**src/rtl/conv_encoder.sv**
```systemverilog
// Rate-1/2 convolutional encoder taking two information bits per cycle and
// emitting radix-4 codewords, with a zero-tail flush returning the state to 0.
module conv_encoder #(
    parameter int                    CONSTR_LEN = 9,
    parameter logic [CONSTR_LEN-1:0] G0         = 9'o561,
    parameter logic [CONSTR_LEN-1:0] G1         = 9'o753,
    parameter int                    FRAME_LEN  = 64
) (
    input  logic       clk,
    input  logic       rst,
    input  logic       en_enc,
    input  logic       i_start,
    input  logic [1:0] i_data,
    input  logic       i_valid,
    output logic       o_ready,
    output logic [3:0] o_code,
    output logic       o_valid,
    input  logic       i_ready,
    output logic       o_tail,
    output logic       o_busy,
    output logic       o_done
);
    localparam int SR_W   = CONSTR_LEN - 1;
    localparam int PAIRS  = FRAME_LEN / 2;
    localparam int CNT_W  = $clog2(PAIRS + 1);
    localparam int NTAIL  = (CONSTR_LEN - 1) / 2;
    localparam int TAIL_W = $clog2(NTAIL + 1);

    localparam logic [CNT_W-1:0]  LAST_PAIR = CNT_W'(PAIRS - 1);
    localparam logic [TAIL_W-1:0] TAIL_END  = TAIL_W'(NTAIL);

    typedef enum logic [1:0] {IDLE, ENCODE, FLUSH} state_t;

    state_t            state, state_nxt;
    logic [SR_W-1:0]   sr, sr_nxt, sr_mid, sr_pair;
    logic [CNT_W-1:0]  pair_cnt, pair_cnt_nxt;
    logic [TAIL_W-1:0] tail_cnt, tail_cnt_nxt;
    logic [3:0]        code_nxt, code_pair;
    logic [1:0]        pair_bits;
    logic              valid_nxt, tail_nxt, done_nxt;
    logic              slot_free, in_xfer, out_xfer, tail_emit, load, last_tail_xfer;

    function automatic logic [1:0] enc_bit(input logic [CONSTR_LEN-1:0] v);
        return {^(v & G0), ^(v & G1)};
    endfunction

    // The later bit of the pair sees the register already shifted by the earlier bit.
    always_comb begin
        pair_bits = (state == FLUSH) ? 2'b00 : i_data;
        sr_mid    = {pair_bits[1], sr[SR_W-1:1]};
        sr_pair   = {pair_bits[0], sr_mid[SR_W-1:1]};
        code_pair = {enc_bit({pair_bits[1], sr}), enc_bit({pair_bits[0], sr_mid})};
    end

    assign slot_free      = !o_valid || i_ready;
    assign o_ready        = (state == ENCODE) && en_enc && slot_free;
    assign in_xfer        = i_valid && o_ready;
    assign out_xfer       = o_valid && i_ready;
    assign tail_emit      = (state == FLUSH) && en_enc && slot_free && (tail_cnt != TAIL_END);
    assign load           = in_xfer || tail_emit;
    // Draining the final tail ends the frame even with the encoder disabled.
    assign last_tail_xfer = (state == FLUSH) && (tail_cnt == TAIL_END) && out_xfer;
    assign o_busy         = (state != IDLE);

    always_comb begin
        state_nxt    = state;
        sr_nxt       = sr;
        pair_cnt_nxt = pair_cnt;
        tail_cnt_nxt = tail_cnt;
        code_nxt     = o_code;
        valid_nxt    = o_valid;
        tail_nxt     = o_tail;
        done_nxt     = 1'b0;

        if (out_xfer) begin
            valid_nxt = 1'b0;
            tail_nxt  = 1'b0;
        end
        if (load) begin
            code_nxt  = code_pair;
            valid_nxt = 1'b1;
            tail_nxt  = (state == FLUSH);
            sr_nxt    = sr_pair;
        end

        case (state)
            IDLE: begin
                if (en_enc && i_start) begin
                    sr_nxt       = '0;
                    pair_cnt_nxt = '0;
                    tail_cnt_nxt = '0;
                    state_nxt    = ENCODE;
                end
            end
            ENCODE: begin
                if (in_xfer) begin
                    pair_cnt_nxt = pair_cnt + CNT_W'(1);
                    if (pair_cnt == LAST_PAIR) state_nxt = FLUSH;
                end
            end
            FLUSH: begin
                if (tail_emit) tail_cnt_nxt = tail_cnt + TAIL_W'(1);
                if (last_tail_xfer) begin
                    state_nxt = IDLE;
                    done_nxt  = 1'b1;
                end
            end
            default: state_nxt = IDLE;
        endcase
    end

    always_ff @(posedge clk or posedge rst) begin
        if (rst) begin
            state    <= IDLE;
            sr       <= '0;
            pair_cnt <= '0;
            tail_cnt <= '0;
            o_code   <= 4'b0000;
            o_valid  <= 1'b0;
            o_tail   <= 1'b0;
            o_done   <= 1'b0;
        end else begin
            state    <= state_nxt;
            sr       <= sr_nxt;
            pair_cnt <= pair_cnt_nxt;
            tail_cnt <= tail_cnt_nxt;
            o_code   <= code_nxt;
            o_valid  <= valid_nxt;
            o_tail   <= tail_nxt;
            o_done   <= done_nxt;
        end
    end
endmodule

```
**config.mk**
```make
export PLATFORM = sky130hd
export DESIGN_NAME = conv_encoder
export DESIGN_NICKNAME = d
export VERILOG_FILES = /design/src/rtl/conv_encoder.sv
export SDC_FILE = /design/constraint.sdc
export NUM_CORES = 1
export LEC_CHECK = 0
export ABC_AREA = 0
export CORE_MARGIN = 2
export CORE_UTILIZATION = 25
export DETAILED_ROUTE_END_ITERATION = 10
export MAX_ROUTING_LAYER = met4
export PLACE_DENSITY_LB_ADDON = 0.05
export SETUP_SLACK_MARGIN = 0.4
export SYNTH_ARGS = -nofsm -noshare
export SYNTH_HDL_FRONTEND = slang
export SYNTH_SLANG_ARGS = --single-unit
```
**constraint.sdc**
```tcl
create_clock -name clk -period 1.9 [get_ports clk]
set_input_delay 0.475 -clock clk [delete_from_list [all_inputs] [get_ports clk]]
set_output_delay 0.475 -clock clk [all_outputs]
set_load 0.005 [all_outputs]
```
Yosys cells after proc, flatten, opt, wreduce, memory -nomap -nowiden --
Index checks and enable logic that the tools add are counted.
Storage, ports and cells: word-level logic and storage cells 65, input port bits 8, output and inout bits 9, flip-flop bits (word level) 26
Operators by class: equality and inequality tests 10, muxes and demuxes 20, add/subtract/negate cells 2, reductions and logical operators 25
Operator list (number):
- $reduce_xor 9->1 | 4
- $mux 8 | 3
- $mux 6 | 2
- $pmux 6 s2 | 1
- $logic_and 1x1->1 | 10
- $mux 2 | 5
- $ne 2x2->1 const B | 4
- $reduce_bool 2->1 | 4
- $add 6x1->6 const B | 1
- $eq 6x5->1 const B | 1
- $mux 3 | 2
- $pmux 2 s3 | 1
- $pmux 3 s2 | 1
- $reduce_and 3->1 | 2
- $mux 1 | 5
- $reduce_and 4->1 | 1
- $add 3x1->3 const B | 1
- $eq 3x3->1 const B | 1
- $ne 3x3->1 const B | 1
- $eq 2x1->1 const B | 1
- $eq 2x2->1 const B | 1
- $logic_not 2->1 | 1
- $logic_or 1x1->1 | 2
- $ne 2x1->1 const B | 1
- $logic_not 1->1 | 1

Longest topological paths before layout --
depth after elaboration 8, mapped depth 7, mapped depth without buffers 6

Worst setup path before layout --
OpenSTA, ideal clock, no wires.
kind input-to-reg, start point in i_ready, end point reg o_code[0], library setup time 128 ps, arrival 1450 ps, setup slack 322 ps, cell stages on the path 5, buffers on the path 1, data required time 1772 ps, cells stage by stage nand2b_1 > and4_1 > buf_2 > nor2_4 > mux2_1
On the way: cells in the longest elaborated chain, start to end 4, elaborated cells on any way between the ends 6, classes of those cells reduce/logical: 6
RTL lines:
- from (decl) | RTL line 18 | input logic i_ready,
- $logic_or 1x1->1 * | RTL line 55 | assign slot_free = !o_valid || i_ready;
- $logic_and 1x1->1, on equally long branches | RTL line 56, 59
- $logic_and 1x1->1, on equally long branches | RTL line 57, 59
- $logic_or 1x1->1 * | RTL line 60 | assign load = in_xfer || tail_emit;
- to (signal assigned) | RTL line 127 | o_code <= code_nxt;
- to (decl) | RTL line 16 | output logic [3:0] o_code,
Every way passes the cells marked *; elsewhere a longest branch is shown, timed or not. A chain may end at the register's enable or synchronous reset.

Worst setup path after layout --
start point reg state[1], end point out o_ready
On the way: cells in the longest elaborated chain, start to end 3
RTL lines:
- from (decl) | RTL line 34 | state_t state, state_nxt;
- from (signal assigned) | RTL line 123 | state <= state_nxt;
- $eq 2x1->1 | RTL line 56 | assign o_ready = (state == ENCODE) && en_enc && slot_free;
- $logic_and 1x1->1 (2 in a row) | RTL line 56
- to (decl) | RTL line 15 | output logic o_ready,
No other way between the ends.

==> qor.csv <==
stage;metric;value;unit
worst_setup_path;r2r-end;tail_cnt[1];
worst_setup_path;rrSetupSlack;0.30;ns
detailed_routing;highest_layer;met4;
yosys;synthMuxAreaShare;0.809;%
detailed_routing;vias_per_cell;4.61;
worst_setup_path;crit_required;1.42;ns
yosys;synth_cells;139;
cells_and_area;stdcell_count;255;
hold_path;hp-class;flip-flop to flip-flop;
detailed_routing;drcViolationCount;0;
worst_setup_path;critPathCaptureType;output pin;
placement;post-dp-hpwl;2500;um
global_route;overflow;0;
detailed_routing;wl_met1;1850;um
power_and_ir_drop;power_leakage;0.953;nW
hold_path;hold_path_end;o_code[1];
sta;rsz0062_at_grt;true;
cells_and_area;fin_nets;196;
clocking;htree_levels;1;
yosys;synth_seq_area_share;46.8;%
clocking;clkLatencyLatePin;0.27;ns
outcome;outcome;finished, final reports clean;
sta;tightest_slew;0.361;ns
placement;port-buffer-count;16;
floorplan;fp.dieH;78.6;um
clocking;tritoncts;done;
floorplan;dieArea;0.00618;sq mm
global_route;grt_antenna_before_repair;0;
detailed_routing;wirelength;3740;um
global_route;grt_max_degree;27;
sta;maxSlewViolCount;0;
worst_setup_path;cp_top_family;flip-flops;
worst_setup_path;startpoint_type;flip-flop;
worst_setup_path;critPathBufInv;2;
detailed_routing;first_pass_iters;4;
clocking;clock-sinks;26;
worst_setup_path;crit_fanout;5;
floorplan;io_pins;17;
yosys;synthAdderAreaFrac;2.70;%
yosys;syn_nets;150;
global_route;first_global_vias;1182;
sta;fin_crit;1.62;ns
detailed_routing;first_iter_violations;96;
worst_setup_path;criticalPathCategory;flip-flop to output pin;
worst_setup_path;cp_data_arrival_time;1.14;ns
worst_setup_path;crit_chain;buf_6, nand2b_4, nor2_1, buf_2;
sta;final_hold_viol_count;0;
detailed_routing;wl_per_cell;14.7;um
global_route;grt_pass1_wl;6070;um
yosys;async_reset_ff_share;100;%
clocking;cts_root_buf;clkbuf_8;
sta;fin_crit_sh;85.2;%
worst_setup_path;slowest_stage;dfrtp_1;
yosys;synth_top_family_by_area;simple AND/OR/NAND/NOR gates;
yosys;ys_ff_latch;26;
hold_path;min_path_cells;2;
floorplan;start_util;25.6;%
detailed_routing;wl_met3;69;um
detailed_routing;met2_length;1780;um
worst_setup_path;ff2ff_path_depth;9;
cells_and_area;drive_gt1_share;36.6;%
yosys;synth_flop_cell;dfrtp_1;
hold_path;holdCritStartpoint;o_code[1];
sta;relSlewSlack;76.0;%
placement;gp_congestion;0.780;
sta;setup_violations;0;
yosys;yosys_warnings;0;
detailed_routing;vias;1176;
yosys;synth-compound-area-share;12.1;%
power_and_ir_drop;ir_drop;0.000244;V
clocking;cts_made_buffers;3;
yosys;synth_edf_count;0;
cells_and_area;mostFrequentLayoutCell;dfrtp_1;
cells_and_area;syn_to_final_growth;48.1;%
worst_setup_path;slowest_delay;0.40;ns
floorplan;core;0.00544;sq mm
yosys;ys_types;32;
cells_and_area;diodes;0;
sta;finClkSkew;0.0105;ns
yosys;synth-xor-area-share;12.8;%
clocking;clk_pin_slew;0.10;ns
clocking;clock_path_buffers;2;
placement;place_inst;236;
placement;place_ws;-0.345;ns
sta;setup_ws;0.282;ns
power_and_ir_drop;p_total;1.80;mW
yosys;syn_area;0.00139;sq mm
sta;fmax;618;MHz
detailed_routing;ant_nets;0;
yosys;avgSynthCellArea;10.0;sq um
floorplan;row_count;27;
worst_setup_path;r2r_start;state[1];
global_route;grt_use_total;12.9;%
clocking;cts_hold_buffers;0;
cells_and_area;utilization;37.9;%
cells_and_area;mostFrequentLayoutCells;26 x dfrtp_1, 23 x buf_4, 18 x nand3_1, 12 x o21ai_1, 10 x dlygate4sd2_1;
power_and_ir_drop;powerDensity;874;mW/mm^2
yosys;synthSimpleGateAreaFrac;21.2;%
floorplan;fp.dieW;78.6;um
job;maxCapViolCount;0;
==> power breakdown <==
part           switching (mW)  internal, mW
sequential              0.102         0.677
clock                   0.184         0.142
combinational           0.273         0.422
total                   0.560          1.24
==> how the worst max path moves through the flow <==
| stage | startpoint | endpoint | slack (ns) | cells past startpoint |
|---|---|---|---|---|
| after floorplan | tail_cnt[0] | o_code[0] | 0.41 | 7 |
| after global placement | i_ready | o_ready | -0.34 | 5 |
| after detailed placement | i_ready | o_ready | -0.34 | 5 |
| after CTS | state[1] | o_ready | 0.27 | 4 |
| after global routing | state[1] | tail_cnt[1] | 0.22 | 9 |
| final | state[1] | o_ready | 0.28 | 4 |
==> through the flow <==
| stage | area (sq um) | hold WS (ns) | TNS (ns) |
|---|---|---|---|
| after floorplan | 1410 | 0.474 | 0 |
| after global placement | 1750 | 0.498 | -2.02 |
| after detailed placement | 1750 | 0.496 | -2.16 |
| after CTS | 1920 | 0.514 | 0 |
| after global routing | 2060 | 0.544 | 0 |
| final | 2060 | 0.512 | 0 |
==> sequential cells by signal, summed over array words and instances, names as in the netlist <==
| signal | count |
|---|---|
| sr | 8 |
| pair_cnt | 6 |
| o_code | 4 |
| tail_cnt | 3 |
| state | 2 |
| o_done | 1 |
| o_tail | 1 |
| o_valid | 1 |
==> kinds of logic after synthesis <==
group           after synthesis
fa+ha+maj                     3
buf+inv                      12
compound gates               32
xor+xnor                     13
flops                        26
mux                           1
simple gates                 52
==> synth_stat cells, types with 2 or more instances <==
cell | count | area share, %
o31ai_1 | 2 | 1.1
xnor2_1 | 7 | 4.4
clkbuf_1 | 2 | 0.54
nor2_1 | 4 | 1.1
nand4_1 | 2 | 0.90
dfrtp_1 | 26 | 47
xnor3_1 | 3 | 4.9
buf_2 | 5 | 1.8
ha_1 | 3 | 2.7
and3_1 | 2 | 0.90
or3_1 | 3 | 1.3
nand2_1 | 8 | 2.2
a21oi_1 | 13 | 4.7
inv_1 | 5 | 1.3
o21ai_1 | 15 | 5.4
nand2b_1 | 4 | 1.8
nand3_1 | 20 | 7.2
==> timing repair <==
action	in CTS	in global routing
pin swaps	14	9
gates cloned	0	1
resized for setup	38	19
endpoints found under the setup margin	33	23
setup buffers	10	5
==> cell type report <==
class | count | area [sq um]
repair buffers | 48 | 439
well taps | 72 | 90.1
inverters | 5 | 18.8
flip-flops and latches | 26 | 651
multi-input cells | 101 | 821
fillers | 557 | 3380
clock buffers | 3 | 41.3
==> per-layer routing <==
metal / track usage [%] / up-vias
li1: - / 579
met3: 1.84 / 4
met2: 19.8 / 11
met4: 3.16 / 0
met5: - / -
met1: 18.1 / 582
==> worst register-to-register path: cells and delay by family, from the launching register on <==
kind | cells | cell delay [ns]
AND/OR/NAND/NOR | 2 | 0.24
buffers and inverters | 5 | 0.62
AO/OA/AOI/OAI | 2 | 0.27
flip-flops | 1 | 0.37
No activity file was read; power rests on OpenSTA's default activity.
